`config.mk`:
```
export PLATFORM = sky130hd
export DESIGN_NAME = fc_result_collector
export DESIGN_NICKNAME = d
export VERILOG_FILES = /design/src/rtl/fc_pkg.sv /design/src/rtl/fc_result_fifo.sv /design/src/rtl/fc_result_collector.sv
export SDC_FILE = /design/constraint.sdc
export NUM_CORES = 1
export LEC_CHECK = 0
export CAP_MARGIN = 10
export CELL_PAD_IN_SITES_DETAIL_PLACEMENT = 0
export CELL_PAD_IN_SITES_GLOBAL_PLACEMENT = 1
export CORE_MARGIN = 2
export CORE_UTILIZATION = 50
export DETAILED_ROUTE_END_ITERATION = 10
export GPL_TIMING_DRIVEN = 0
export PLACE_DENSITY_LB_ADDON = 0.2
export SYNTH_ARGS = -nofsm -noshare
export SYNTH_HDL_FRONTEND = slang
export SYNTH_SLANG_ARGS = --single-unit
```
`constraint.sdc`:
```
create_clock -name clk -period 22.3 [get_ports clk]
set_clock_uncertainty 0.05 [all_clocks]
set_input_delay 4.46 -clock clk [delete_from_list [all_inputs] [get_ports clk]]
set_output_delay 4.46 -clock clk [all_outputs]
set_load 0.005 [all_outputs]
```
`src/rtl/fc_pkg.sv`:
```
// Shared types and saturation helpers for the FC array result path.
package fc_pkg;

  localparam int unsigned ROWS = 6;

  typedef logic signed [31:0] acc_t;
  typedef logic signed [7:0]  q8_t;

  typedef enum logic {
    ACC_IDLE,
    ACC_ACCUM
  } acc_state_t;

  // Clamp a 33-bit signed intermediate to the 32-bit signed range.
  function automatic acc_t sat32(input logic signed [32:0] v);
    if (v[32] != v[31]) return v[32] ? 32'sh8000_0000 : 32'sh7FFF_FFFF;
    return v[31:0];
  endfunction

  function automatic q8_t sat8(input logic signed [32:0] v);
    if (v > 33'sd127)  return 8'sh7F;
    if (v < -33'sd128) return 8'sh80;
    return v[7:0];
  endfunction

endpackage

```
`src/rtl/fc_result_fifo.sv`:
```
// Synchronous result FIFO; the head is read from registered storage, never from the write port.
module fc_result_fifo #(
  parameter int unsigned WIDTH = 8,
  parameter int unsigned DEPTH = 4
) (
  input  logic             clk,
  input  logic             rst,
  input  logic             push,
  input  logic [WIDTH-1:0] push_data,
  output logic             drop,
  input  logic             pop,
  output logic             head_valid,
  output logic [WIDTH-1:0] head_data
);

  localparam int unsigned PTR_W = (DEPTH > 1) ? $clog2(DEPTH) : 1;
  localparam logic [PTR_W:0]   FULL_COUNT = (PTR_W + 1)'(DEPTH);
  localparam logic [PTR_W-1:0] LAST_PTR   = PTR_W'(DEPTH - 1);

  logic [WIDTH-1:0] mem [DEPTH];
  logic [PTR_W-1:0] wr_ptr;
  logic [PTR_W-1:0] rd_ptr;
  logic [PTR_W:0]   count;
  logic             full;
  logic             do_push;
  logic             do_pop;

  assign head_valid = (count != '0);
  assign full       = (count == FULL_COUNT);
  assign do_pop     = pop & head_valid;
  // A pop in the same cycle frees the slot, so a full FIFO still accepts the push.
  assign do_push    = push & (~full | do_pop);
  assign drop       = push & ~do_push;
  assign head_data  = mem[rd_ptr];

  always_ff @(posedge clk) begin
    if (rst) begin
      wr_ptr <= '0;
      rd_ptr <= '0;
      count  <= '0;
      for (int unsigned i = 0; i < DEPTH; i++) mem[i] <= '0;
    end else begin
      if (do_push) begin
        mem[wr_ptr] <= push_data;
        wr_ptr      <= (wr_ptr == LAST_PTR) ? '0 : wr_ptr + PTR_W'(1);
      end
      if (do_pop) rd_ptr <= (rd_ptr == LAST_PTR) ? '0 : rd_ptr + PTR_W'(1);
      case ({do_push, do_pop})
        2'b10:   count <= count + (PTR_W + 1)'(1);
        2'b01:   count <= count - (PTR_W + 1)'(1);
        default: count <= count;
      endcase
    end
  end

endmodule

```
`src/rtl/fc_result_collector.sv`:
```
// Collects systolic FC array outputs per neuron: accumulate tiles, add bias,
// optional ReLU, requantise to int8, and queue results for the consumer.
module fc_result_collector
  import fc_pkg::*;
#(
  parameter int unsigned ARRAY_LATENCY = 7,
  parameter int unsigned FIFO_DEPTH    = 4,
  parameter int unsigned IDX_W         = 16
) (
  input  logic               clk,
  input  logic               rst,
  input  logic               beat_valid,
  input  logic               beat_last,
  input  logic signed [31:0] beat_bias,
  input  logic signed [31:0] output_mac,
  input  logic [4:0]         cfg_shift,
  input  logic               cfg_relu,
  output logic               res_valid,
  input  logic               res_ready,
  output logic signed [7:0]  res_data,
  output logic signed [31:0] res_acc,
  output logic [IDX_W-1:0]   res_index,
  output logic               overflow
);

  localparam int unsigned ENTRY_W = 8 + 32 + IDX_W;

  logic [ARRAY_LATENCY-1:0] tag_valid;
  logic [ARRAY_LATENCY-1:0] tag_last;
  acc_t                     tag_bias [ARRAY_LATENCY];

  logic d_valid;
  logic d_last;
  acc_t d_bias;

  acc_state_t state, state_next;
  acc_t       acc, acc_next;
  acc_t       finish_sum;
  logic       finish;

  logic             stage_valid;
  acc_t             stage_sum;
  logic [IDX_W-1:0] stage_index;
  logic [IDX_W-1:0] neuron_cnt;

  logic signed [32:0] relu_ext;
  logic signed [32:0] round_add;
  logic signed [32:0] shifted;
  q8_t                quant;

  logic [ENTRY_W-1:0] push_data;
  logic [ENTRY_W-1:0] head_data;
  logic               drop;

  // Tags travel alongside the beat so each array output is matched to its beat.
  always_ff @(posedge clk) begin
    if (rst) begin
      tag_valid <= '0;
      tag_last  <= '0;
      for (int unsigned i = 0; i < ARRAY_LATENCY; i++) tag_bias[i] <= '0;
    end else begin
      tag_valid[0] <= beat_valid;
      tag_last[0]  <= beat_valid & beat_last;
      tag_bias[0]  <= (beat_valid && beat_last) ? beat_bias : '0;
      for (int unsigned i = 1; i < ARRAY_LATENCY; i++) begin
        tag_valid[i] <= tag_valid[i-1];
        tag_last[i]  <= tag_last[i-1];
        tag_bias[i]  <= tag_bias[i-1];
      end
    end
  end

  assign d_valid = tag_valid[ARRAY_LATENCY-1];
  assign d_last  = tag_last[ARRAY_LATENCY-1];
  assign d_bias  = tag_bias[ARRAY_LATENCY-1];

  always_comb begin
    state_next = state;
    acc_next   = acc;
    finish     = 1'b0;
    if (d_valid) begin
      if (state == ACC_IDLE) acc_next = output_mac;
      else                   acc_next = sat32({acc[31], acc} + {output_mac[31], output_mac});
      finish     = d_last;
      state_next = d_last ? ACC_IDLE : ACC_ACCUM;
    end
    finish_sum = sat32({acc_next[31], acc_next} + {d_bias[31], d_bias});
  end

  always_ff @(posedge clk) begin
    if (rst) begin
      state       <= ACC_IDLE;
      acc         <= '0;
      stage_valid <= 1'b0;
      stage_sum   <= '0;
      stage_index <= '0;
      neuron_cnt  <= '0;
    end else begin
      state       <= state_next;
      acc         <= acc_next;
      stage_valid <= finish;
      if (finish) begin
        stage_sum   <= finish_sum;
        stage_index <= neuron_cnt;
        neuron_cnt  <= neuron_cnt + IDX_W'(1);
      end
    end
  end

  // Round half up: add 2^(shift-1) before the arithmetic shift, in 33 bits so it cannot wrap.
  always_comb begin
    relu_ext  = (cfg_relu && stage_sum < 0) ? '0 : {stage_sum[31], stage_sum};
    round_add = (cfg_shift != 5'd0) ? (33'sd1 <<< (cfg_shift - 5'd1)) : '0;
    shifted   = (relu_ext + round_add) >>> cfg_shift;
    quant     = sat8(shifted);
  end

  assign push_data = {quant, stage_sum, stage_index};

  fc_result_fifo #(
    .WIDTH (ENTRY_W),
    .DEPTH (FIFO_DEPTH)
  ) u_fifo (
    .clk        (clk),
    .rst        (rst),
    .push       (stage_valid),
    .push_data  (push_data),
    .drop       (drop),
    .pop        (res_ready),
    .head_valid (res_valid),
    .head_data  (head_data)
  );

  assign res_data  = head_data[ENTRY_W-1 -: 8];
  assign res_acc   = head_data[IDX_W +: 32];
  assign res_index = head_data[IDX_W-1:0];

  always_ff @(posedge clk) begin
    if (rst)       overflow <= 1'b0;
    else if (drop) overflow <= 1'b1;
  end

endmodule

```
== Word-level counts from Yosys, hierarchy flattened ==
Memory sizes are Yosys's and may differ from the RTL's. A register that Yosys moved wholly into a read port is not among the register bits.
Cells that the tools add are included.

* Reduce and logical (&&, ||, !) cells: 6
* $add $sub $neg: 9
* Equality and inequality tests: 7
* Muxes and demuxes: 45
* Div/mod/pow operators: 0
* $mul: 0
* Bitwise operators: 14
* $lt $le $gt $ge: 3
* Shift-type cells: 2

{| class="wikitable"
|+ Operators by type and width
! kind !! count
|-
| $mux 32 || 16
|-
| $add 32x32->33 || 2
|-
| $mux 33 || 2
|-
| $mux 56 || 1
|-
| $reduce_or 56->1 || 1
|-
| $add 33x33->33 || 1
|-
| $gt 33x8->1 const B || 1
|-
| $lt 33x8->1 const B || 1
|-
| $sshl 1x5->33 const A || 1
|-
| $sshr 33x5->33 || 1
|-
| $lt 32x1->1 const B || 1
|-
| $mux 8 || 4
|-
| $add 16x1->16 const B || 1
|-
| $mux 1 || 16
|-
| $mux 2 || 5
|-
| $or 1x1->1 || 8
|-
| $eq 2x2->1 const B || 3
|-
| $pmux 3 s2 || 1
|-
| $reduce_bool 5->1 || 1
|-
| $sub 5x1->5 const B || 1
|-
| $add 2x1->2 const B || 2
|-
| $and 1x1->1 || 4
|-
| $add 3x1->3 const B || 1
|-
| $eq 3x3->1 const B || 1
|-
| other kinds (7) || 10
|}

* Word-level logic and storage cells: 100
* Bits in latches: 0
* Input bits: 75
* Output and inout bits: 58
* Memories: 2
* Register bits: 120
* Memory bits (read-only): 0
* RAM bits: 448

{| class="wikitable"
|+ Memory list
! name !! words !! width !! rd ports !! clocked after memory_dff !! write ports !! RTL line !! source
|-
| tag_bias || 7 || 32 || 7 || 0 || 7 || fc_result_collector.sv:30 || <nowiki>acc_t tag_bias [ARRAY_LATENCY];</nowiki>
|-
| u_fifo.mem || 4 || 56 || 1 || 1 || 4 || fc_result_fifo.sv:20 || <nowiki>logic [WIDTH-1:0] mem [DEPTH];</nowiki>
|}

== Depth between registers and ports, before layout ==
Gate-level depths: netlist (run 1).

* Depth after elaboration: 12
* Gate-level depth with buffers: 36

== By module ==
A second synthesis (run 1) with hierarchy kept.

* Cells, all modules: 2798
* Area total of the unflattened synthesis: 28708.8 sq um

{| class="wikitable"
|+ By module, submodules not included
! module !! instances !! sequential area each (sq um) !! area an instance (sq um) !! cells an instance
|-
| fc_result_collector || 1 || 6746.5 || 18534.0 || 2202
|-
| fc_result_fifo || 1 || 6906.6 || 10174.8 || 596
|}

== Least setup slack after synthesis (run 1) ==
Ideal clock, no wire load.

* Path kind: input port to flip-flop
* From: input output_mac[1]
* To: register stage_sum[11]
* Library setup time: 122 ps
* Path buffers: 3
* Arrival time: 11537 ps
* Path slack: 10591 ps
* Stages: 34
* Data required time: 22128 ps
* Path through: ha_1 a21o_1 a21o_1 a211oi_1 o31ai_1 a2111oi_0 o21ai_0 o31ai_1 o211ai_1 nand2_1 o21ai_0 xor2_1 ha_1 inv_1 o21a_1 o21ai_0 a31oi_1 ha_1 a21o_1 a21oi_1 nor2b_1 a211oi_1 a21oi_1 a31oi_1 a211o_1 a31oi_1 a211oi_1 a31oi_1 or2_2 clkbuf_1 and2_0 clkbuf_1 clkbuf_1 a221o_1

* Word-level cells in the longest chain between the ends: 12
* Elaborated cells between the ends (all ways): 16
* Classes of those cells: 2 x add/sub; 2 x eq/ne; 12 x mux

{| class="wikitable"
|+ Ends and longest elaborated chain
! what !! RTL line !! source
|-
| from (decl) || fc_result_collector.sv:15 || <nowiki>input logic signed [31:0] output_mac,</nowiki>
|-
| $add 32x32->33 || fc_result_collector.sv:83 || <nowiki>else acc_next = sat32({acc[31], acc} + {output_mac[31], output_mac});</nowiki>
|-
| $ne 1x1->1 || fc_pkg.sv:16 || <nowiki>if (v[32] != v[31]) return v[32] ? 32'sh8000_0000 : 32'sh7FFF_FFFF;</nowiki>
|-
| $mux 1 || fc_pkg.sv:16 ||
|-
| $mux 1 || fc_result_collector.sv:82 || <nowiki>if (state == ACC_IDLE) acc_next = output_mac;</nowiki>
|-
| $mux 1 || fc_result_collector.sv:81 || <nowiki>if (d_valid) begin</nowiki>
|-
| $mux 32 || fc_pkg.sv:17 || <nowiki>return v[31:0];</nowiki>
|-
| $mux 32 (*) || fc_result_collector.sv:82 ||
|-
| $mux 32 (*) || fc_result_collector.sv:81 ||
|-
| net acc_next[1] || fc_result_collector.sv:37 || <nowiki>acc_t acc, acc_next;</nowiki>
|-
| $add 32x32->33 (*) || fc_result_collector.sv:87 || <nowiki>finish_sum = sat32({acc_next[31], acc_next} + {d_bias[31], d_bias});</nowiki>
|-
| $mux 32 or $ne 1x1->1 (tied branches) || fc_pkg.sv:16 ||
|-
| $mux 32 or $mux 1 (tied branches) || fc_pkg.sv:16 ||
|-
| $mux 32 (*) || fc_pkg.sv:17 ||
|-
| to (signal assigned) || fc_result_collector.sv:103 || <nowiki>stage_sum <= finish_sum;</nowiki>
|-
| to (decl) || fc_result_collector.sv:42 || <nowiki>acc_t stage_sum;</nowiki>
|}

Mark *: on every way through the listed nets, which the timed path passes. The rest lies on a longest branch. The select of a mux whose other input is x is not followed.
A chain may end at the register's enable or synchronous reset.

== Worst setup path in the final report (run 1) ==
* From: input output_mac[1]
* To: register stage_sum[18]

Same word-level chain as after synthesis.

==> qor.yml, run 1 <==
status: "finished clean"
worst_ir_drop_vdd_mv: 0.0865
cts_root_buffer: "clkbuf_16"
synth_ff_type: "dfxtp_1"
detailedRoute.firstIterationViolations: 1542
leakage_nw: 12.9
diodes: 0
initial_utilization_pct: 50.5
worst_slew_pin_slew_ps: 1110
finalSetupViolCount: 0
ys_warn_count: 0
path_common_cell: "a31oi_1"
cts.hold.buffers_added: 0
grt_overflow_total: 0
core-area_um2: 57700
clock_latency_ps: 630
firstDrtPassIters: 8
cpPeakStageDelay_ps: 610
fp.dieH_um: 245
worstSetupPathType: "primary input to flop"
dp_hpwl_mm: 64.8
avgSynthCellArea_um2: 10.0
end_kind: "flop"
dieArea_um2: 60200
max-cap-violations: 0
clk_pin_slew_worst_paths_ps: 60
io_pins: 133
r2r_slack_ps: 12670
cts_tree: "done"
synth_top_family_by_area: "simple AND/OR/NAND/NOR gates"
post_cts_resized: 0
synth_compound_area_share_pct: 15.5
grt_max_degree: 57
path_max_fanout: 10
grt_pass1_wl_mm: 130
post_cts_buffers: 0
synth_fp_nets: 3085
yosysSeqAreaShare_pct: 46.9
synthXorXnorAreaFrac_pct: 2.73
io_buffers: 129
busiest_layer: "met2"
hold_viol_final: 0
critPathLaunchType: "primary input"
crit_required_ps: 22760
drc: 0
first_global_vias: 22400
drt-vias-per-instance: 5.89
yosys-mux-area-fraction_pct: 5.69
rows: 88
nets: 3275
ys_ff_latch: 570
wirelength_mm: 85.5
ant_nets: 0
setup-tns-final_ps: 0
utilization_pct: 57.7
slowest_stage: "o31ai_1"
die_w_um: 245
area_delta_synth_final_pct: 14.3
syn-cell-area_um2: 29100
cts_num_sinks: 570
synth-simple-area-share_pct: 21.6
powerDensity_nw_per_um2: 69.3
gp_congestion: 0.974
met2_usage_pct: 47.1
grt_use_met1_pct: 36.9
syn_inst: 2905
cts_buffers: 56
min_period_ps: 13710
synth_edf_count: 224
arrival_ps: 14170
synth_fa_ha_area_share_pct: 4.61
clockBufferDepth: 3
yosysUniqueCellTypes: 99
timing.final.crit_share_pct: 61.5
drive_gt1_share_pct: 7.16
vias: 23000
hold_path_class: "flop to flop"
antenna_found_initial: 2
htree_levels: 2
routedWlPerCell_um: 21.9
final_max_slew_viol_count: 0
groute.usage.overall_pct: 28.2
synthArstFlopShare_pct: 0
globalRouteMet3Util_pct: 3.22
slew-limit-headroom_pct: 24.4
rsz0062_at_grt: "false"
fmax_mhz: 72.9
Yosys cell counts (all sizes together), types with 11 or more instances:
cell type | number | area (µm²)
o221ai | 19 | 166
nor2 | 228 | 861
a21oi | 164 | 840
inv | 53 | 199
o21a | 30 | 225
xnor2 | 51 | 447
or3 | 18 | 113
a211o | 11 | 96.3
o21ai | 109 | 557
mux4 | 61 | 1370
a21o | 44 | 330
ha | 101 | 1260
dfxtp | 346 | 6930
nand3 | 45 | 225
a211oi | 66 | 518
xor2 | 39 | 349
nor3 | 45 | 225
o31ai | 14 | 124
nor2b | 241 | 1510
o21bai | 12 | 90.1
buf | 32 | 164
and3 | 62 | 388
nand2 | 186 | 698
nand4 | 19 | 119
a31oi | 33 | 213
edfxtp | 224 | 6730
nand2b | 40 | 250
clkbuf | 141 | 529
a2111oi | 13 | 120
a221o | 19 | 190
and2 | 242 | 1510
mux2i | 19 | 190
nor4 | 12 | 75.1
o211ai | 29 | 241
worst paths after layout:
path / cells after the start / start / to
setup / recovery: 35 / output_mac[1] / stage_sum[18]
hold / removal: 1 / tag_bias[2][15] / tag_bias[3][15]
setup reg to reg: 34 / acc[1] / stage_sum[18]
hold reg to reg: 1 / tag_bias[2][15] / tag_bias[3][15]
kinds of logic (layout without fill, tap and decap cells):
logic type      count (synthesis)  after routing
compound gates                650            650
xor+xnor                       90             90
flops                         570            570
other cells                     1              1
mux                            88             88
simple gates                 1175           1175
buf+inv                       226            464
fa+ha+maj                     105            105
power by group:
part / internal [W] / switching (W) / total, W / leakage (nW)
Combinational: 0.000126 / 0.000147 / 0.000273 / 6.92
Clock: 0.000521 / 0.000403 / 0.000924 / 0.896
Sequential: 0.00110 / 0.00000807 / 0.00111 / 5.06
Total: 0.00175 / 0.000557 / 0.00231 / 12.9
registers in the layout, indices dropped and copies added (netlist names), named ones only:
signal	cells
tag_bias	224
u_fifo.mem	224
acc	32
stage_sum	32
neuron_cnt	16
stage_index	16
tag_last	7
tag_valid	7
u_fifo.count	3
u_fifo.rd_ptr	2
u_fifo.wr_ptr	2
overflow	1
stage_valid	1
state	1
layout make-up:
| cell class | count | area, µm² |
|---|---|---|
| tap | 765 | 957 |
| buffer | 173 | 693 |
| multi-input combinational | 2109 | 14600 |
| sequential | 570 | 13700 |
| timing repair buffer | 132 | 1330 |
| fill | 5045 | 24400 |
| clock inverter | 24 | 255 |
| clock buffer | 82 | 1580 |
| inverter | 53 | 199 |
layout by cell type (no fill, tap or decap), types with 38 or more instances in the layout:
cell type	synthesis	layout
o21ai_0	96	96
a21oi_1	159	159
a21o_1	44	44
nor2_1	226	226
nor2b_1	241	241
edfxtp_1	224	224
and2_1	241	241
mux4_2	61	61
ha_1	101	101
nand2_1	186	186
xor2_1	38	38
a211oi_1	63	63
nand3_1	45	45
dfxtp_1	346	346
inv_1	52	52
nor3_1	45	45
clkdlybuf4s50_1	0	129
clkbuf_16	0	56
xnor2_1	51	51
clkbuf_1	141	159
and3_1	62	62
routing by layer:
layer	vias to the layer above	share of wire, %
met5	-	0
met4	0	4.9
met3	168	5.4
met2	754	47
met1	11200	42
li1	10900	-
per-stage QoR:
stage                     instances  hold WS, ps  total power (W)  area (µm²)  worst slack [ps]
after floorplan                2905          364          0.00129       29100             10590
after global placement         3799          365          0.00140       31400              8170
after detailed placement       3802          370          0.00141       31500              8060
after CTS                      3908          384          0.00233       33300              8690
after global routing           3908          392          0.00239       33300              7900
final                          3908          377          0.00231       33300              8590
worst max-delay path, delay by kind of cell:
family | cells | cell delay, ps
AO/OA/AOI/OAI | 22 | 6650
buffers and inverters | 5 | 1300
adder cells (fa/ha/maj) | 3 | 940
AND/OR/NAND/NOR | 4 | 650
XOR/XNOR | 1 | 170
Note: power is estimated with default switching activity, not from simulation.
==> run 2: changes to the inputs <==
Settings changed: CORE_UTILIZATION 50 to 44.
Clock period 22.3 ns to 12.35 ns, I/O delays scaled along.
==> run 2 against run 1 <==
  * Via count rose by 0.19%
  * Clock power up 97%
  * Global-route usage fell by 1.7 points
  * Final area is 0.94% higher
  * Non-clock buffer count is 1 lower
  * Utilization down 6.5 points
  * Critical endpoint is now stage_sum[15]
  * Largest power group unchanged
  * Highest routed layer unchanged
==> qor.yml, run 2 (synthesis gave the netlist of run 1 again) <==
status: "finished clean"
cts_root_buffer: "clkbuf_16"
drc: 0  # unchanged
placed_cells: 3900  # +2.6%
fillCellCount: 6003  # +19%
crit_required_ps: 12800  # -9960 ps
layout_commonest_cell: "dfxtp_1"
worstSetupPathType: "primary input to flop"
grt_pass1_wl_mm: 137  # +5.4%
die_w_um: 261  # +6.5%
rows: 94  # +6.8%
grt_max_degree: 57  # unchanged
arrival_ps: 12070  # -2100 ps
finalSetupViolCount: 0  # unchanged
fp.dieH_um: 261  # +6.5%
wirelength_mm: 91.0  # +6.5%
final_max_slew_viol_count: 0  # unchanged
drive_gt1_share_pct: 7.32  # +0.16 points
io_pins: 133  # unchanged
nets: 3275  # unchanged
htree_levels: 2  # unchanged
rsz0062_at_grt: "false"
max-cap-violations: 0  # unchanged
path_common_cell: "clkbuf_1"
hold_viol_final: 0  # unchanged
worst_slew_pin_slew_ps: 1250  # +141 ps
placed_area_um2: 31600  # +0.40%
routedWlPerCell_um: 22.7  # +3.9%
grt_overflow_total: 0  # unchanged
final_area_um2: 33600  # +0.94%
area_delta_synth_final_pct: 15.3
leakage_nw: 12.9  # +0.53%
cts.hold.buffers_added: 0  # unchanged
layoutNonFillerInstCount: 4008  # +2.6%
gp_congestion: 0.954  # -2.1%
first_global_vias: 22900  # +2.0%
slowest_stage: "a2111oi_0"
hold_path_class: "flop to flop"
io_buffers: 129  # unchanged
end_kind: "flop"
cts_buffers: 57  # +1.8%
timing.final.crit_share_pct: 94.1
fmax_mhz: 86.0
cts_tree: "done"
clockBufferDepth: 3  # unchanged
min_period_ps: 11620
diodes: 0  # unchanged
cts_num_sinks: 570  # unchanged
layout_common_cells: "346 x dfxtp_1, 241 x and2_1, 241 x nor2b_1"
initial_utilization_pct: 44.4  # -6.1 points
ant_nets: 0  # unchanged
detailedRoute.firstIterationViolations: 1754  # +14%
dieArea_um2: 68300  # +13%
worst_ir_drop_vdd_mv: 0.119  # +38%
powerDensity_nw_per_um2: 129  # +86%
drt-vias-per-instance: 5.76  # -2.3%
firstDrtPassIters: 5  # -3
dp_hpwl_mm: 69.2  # +6.7%
groute.usage.overall_pct: 26.5  # -1.7 points
core-area_um2: 65600  # +14%
path_max_fanout: 10  # unchanged
clock_latency_ps: 630  # about the same
antenna_found_initial: 1  # -1
reg.largest.list: "tag_bias x224, u_fifo.mem x224"
cpPeakStageDelay_ps: 680  # +70 ps
vias: 23100  # +0.19%
critPathLaunchType: "primary input"
slew-limit-headroom_pct: 16.2  # -8.2 points
clk_pin_slew_worst_paths_ps: 70  # about the same
==> run 2: critical path, delay by kind of cell <==
family,cells,cell delay [ps]
buf+inv,6,1750
simple gates,8,1420
xor+xnor,1,170
compound gates,19,5210
fa+ha+maj,3,1000
==> run 2: routing by layer <==
| layer | track usage [%] | wire (µm) | part of all wire, % |
|---|---|---|---|
| met1 | 35.6 | 40100 | 44 |
| met3 | 2.85 | 4800 | 5.3 |
| met2 | 45.8 | 44100 | 48 |
| met4 | 6.69 | 2010 | 2.2 |
| met5 | 0 | 0 | 0 |
==> run 2: final timing paths <==
kind,start,to,slack [ps],cells past startpoint
hold reg to reg,tag_bias[5][5],tag_bias[6][5],380,1
hold / removal,tag_bias[5][5],tag_bias[6][5],380,1
setup / recovery,output_mac[1],stage_sum[15],730,37
setup reg to reg,acc[1],stage_sum[15],2800,36
==> run 2: power by group <==
group	switching, W	internal [W]
Clock	0.000747	0.00107
Sequential	0.0000139	0.00199
Combinational	0.000268	0.000228
Total	0.00103	0.00329
==> run 2: per-stage QoR <==
stage	setup TNS, ps	util (%)	hold WS (ps)	worst slack [ps]	power (W)
after CTS	0	51.2	382	603	0.00436
after floorplan	0	-	364	2630	0.00232
after detailed placement	-2.21	48.1	370	-2.21	0.00255
after global routing	0	51.2	401	137	0.00446
after global placement	0	48.0	371	86.9	0.00254
final	0	51.2	380	726	0.00432
==> run 2: final cells by class <==
type,count,area [µm²],share of cell area [%]
Buffer,173,693,2.06
Inverter,53,199,0.592
Sequential cell,570,13700,40.6
Timing Repair Buffer,131,1330,3.96
Clock buffer,81,1630,4.84
Tap cell,864,1080,3.22
Multi-Input combinational cell,2109,14600,43.5
Clock inverter,27,389,1.16
==> run 2: timing repair <==
item                       in CTS  in global routing
resized for setup               0                  1
setup endpoints to repair       0                 10
setup buffers                   0                  0
==> run 3: changes to the inputs <==
Settings changed: CORE_UTILIZATION 44 to 45, CTS_BUF_LIST from default to sky130_fd_sc_hd__clkbuf_2 sky130_fd_sc_hd__clkbuf_4 sky130_fd_sc_hd__clkbuf_8.
==> run 3 against run 2 <==
  * Total power is 1.6% lower
  * Sequential power hardly changed
  * Combinational power hardly changed
  * Largest cell class unchanged
  * Worst hold slack hardly changed
  * Utilization is 1.1 points higher
  * Global-route usage is 0.70 points higher
  * Sequential cell count stayed put
  * Highest routed layer unchanged
  * Non-clock buffer count stayed put
  * Clock power is 4% lower
==> qor.yml, run 3 (synthesis gave the netlist of run 1 again) <==
grt_pass1_wl_mm: 138  # +0.74%
io_pins: 133  # unchanged
vias: 23300  # +1.2%
max-cap-violations: 0  # unchanged
multi_input_area_um2: 14600  # about the same
wirelength_mm: 91.4  # +0.38%
worstSetupPathType: "primary input to flop"
clk_pin_slew_worst_paths_ps: 60  # about the same
grt_max_degree: 57  # unchanged
status: "finished clean"
drc: 0  # unchanged
rsz0062_at_grt: "false"
cts_buffers: 93  # +63%
ant_nets: 0  # unchanged
area_delta_synth_final_pct: 15.3  # about the same
antenna_found_initial: 1  # unchanged
layout_common_cells: "346 x dfxtp_1, 241 x and2_1, 241 x nor2b_1"
routedWlPerCell_um: 22.5  # -0.81%
critical_path.startpoint: "output_mac[1]"
r2r_slack_ps: 2850  # +50 ps
detailedRoute.firstIterationViolations: 1970  # +12%
clockBufferDepth: 3  # unchanged
dieArea_um2: 66800  # -2.2%
worst_slew_pin_slew_ps: 1090  # -156 ps
finalSetupViolCount: 0  # unchanged
worst_ir_drop_vdd_mv: 0.112  # -5.5%
leakage_nw: 13.1  # +0.82%
timing.rr.end: "stage_sum[9]"
die_w_um: 258  # -1.1%
hold_viol_final: 0  # unchanged
cpPeakStageDelay_ps: 620  # -60 ps
min_period_ps: 11470  # -154 ps
cts_tree: "done"
hold_path_class: "flop to flop"
placed_cells: 3890  # -0.26%
setup-tns-final_ps: 0  # unchanged
path_common_cell: "a31oi_1"
dp_hpwl_mm: 68.5  # -0.89%
post_cts_resized: 0  # unchanged
diodes: 0  # unchanged
timing.final.crit_share_pct: 92.9  # -1.2 points
final_max_slew_viol_count: 0  # unchanged
rows: 93  # -1.1%
arrival_ps: 12010  # -60 ps
r2r_cells: 34  # -5.6%
gp_congestion: 0.944  # -1.0%
crit_required_ps: 12890  # +90 ps
cts_num_sinks: 570  # unchanged
holdWs_ps: 381  # +0.295 ps
first_global_vias: 23000  # +0.57%
post_cts_buffers: 0  # unchanged
end_kind: "flop"
slowest_stage: "o31ai_1"
path_max_fanout: 10  # unchanged
regToRegStartpoint: "acc[1]"
fp.dieH_um: 258  # -1.1%
slew-limit-headroom_pct: 25.4  # +9.2 points
path_delay_family: "compound AO/OA/AOI/OAI gates"
reg.largest.list: "tag_bias x224, u_fifo.mem x224"
grt_overflow_total: 0  # unchanged
nets: 3311  # +1.1%
critPathLaunchType: "primary input"
path_buf_inv: 5  # -1
drive_gt1_share_pct: 9.25  # +1.9 points
layout_commonest_cell: "dfxtp_1"
cts.hold.buffers_added: 0  # unchanged
cp-endpoint: "stage_sum[9]"
io_buffers: 129  # unchanged
cp.depth: 35  # -5.4%
layoutNonFillerInstCount: 4056  # +1.2%
seqCellArea_um2: 13700  # unchanged
clock_latency_ps: 710  # +80 ps
groute.usage.overall_pct: 27.2  # +0.70 points
fillCellCount: 5882  # -2.0%
firstDrtPassIters: 6  # +1
drt-vias-per-instance: 5.75  # about the same
htree_levels: 3  # +1
cts_root_buffer: "clkbuf_8"
fmax_mhz: 87.2  # +1.3%
powerDensity_nw_per_um2: 127  # -1.5%
initial_utilization_pct: 45.4  # +0.97 points
core-area_um2: 64200  # -2.1%
==> run 3: cell count changes in the layout (fill, tap and decap cells not counted), moves of 5 or more <==
cell       change
clkbuf_1      -13
inv_6          -5
clkbuf_4      +37
clkbuf_16     -57
clkbuf_8      +91
==> run 3: metrics by stage <==
stage	total power (W)	utilization, %	cell area (µm²)	worst slack [ps]
after floorplan	0.00232	-	29100	2630
after global placement	0.00254	49.0	31500	158
after detailed placement	0.00254	49.1	31600	221
after CTS	0.00429	52.3	33600	945
after global routing	0.00441	52.3	33600	45.0
final	0.00425	52.3	33600	879
==> run 3: per-layer routing <==
layer	vias up	wire [µm]	track usage, %
met1	11500	40000	36.3
li1	11000	-	-
met2	741	44100	46.2
met5	-	0	0
met3	138	4800	3.63
met4	0	2460	8.03
==> run 3: worst min-delay path by stage <==
stage,startpoint,endpoint,slack [ps],depth (start not counted)
3_3_place_gp,tag_bias[5][6],tag_bias[6][6],370,1
2_1_floorplan,tag_bias[0][0],tag_bias[1][0],360,1
6_report,tag_bias[5][7],tag_bias[6][7],380,1
5_1_grt,tag_bias[0][26],tag_bias[1][26],400,1
4_1_cts,tag_bias[4][9],tag_bias[5][9],380,1
3_5_place_dp,tag_bias[5][7],tag_bias[6][7],370,1
==> run 3: final cells by class <==
class	instances	share of cell area (%)
plain buffers	173	2.06
clock buffers	139	5.01
clock inverters	26	0.984
inverters	53	0.592
multi-input cells	2109	43.5
flip-flops and latches	570	40.7
well taps	855	3.19
repair buffers	131	3.96
==> run 3: power breakdown <==
group | switching [W] | internal [W] | total (W)
registers | 0.0000147 | 0.00199 | 0.00201
clock network | 0.000777 | 0.000972 | 0.00175
logic | 0.000269 | 0.000228 | 0.000497
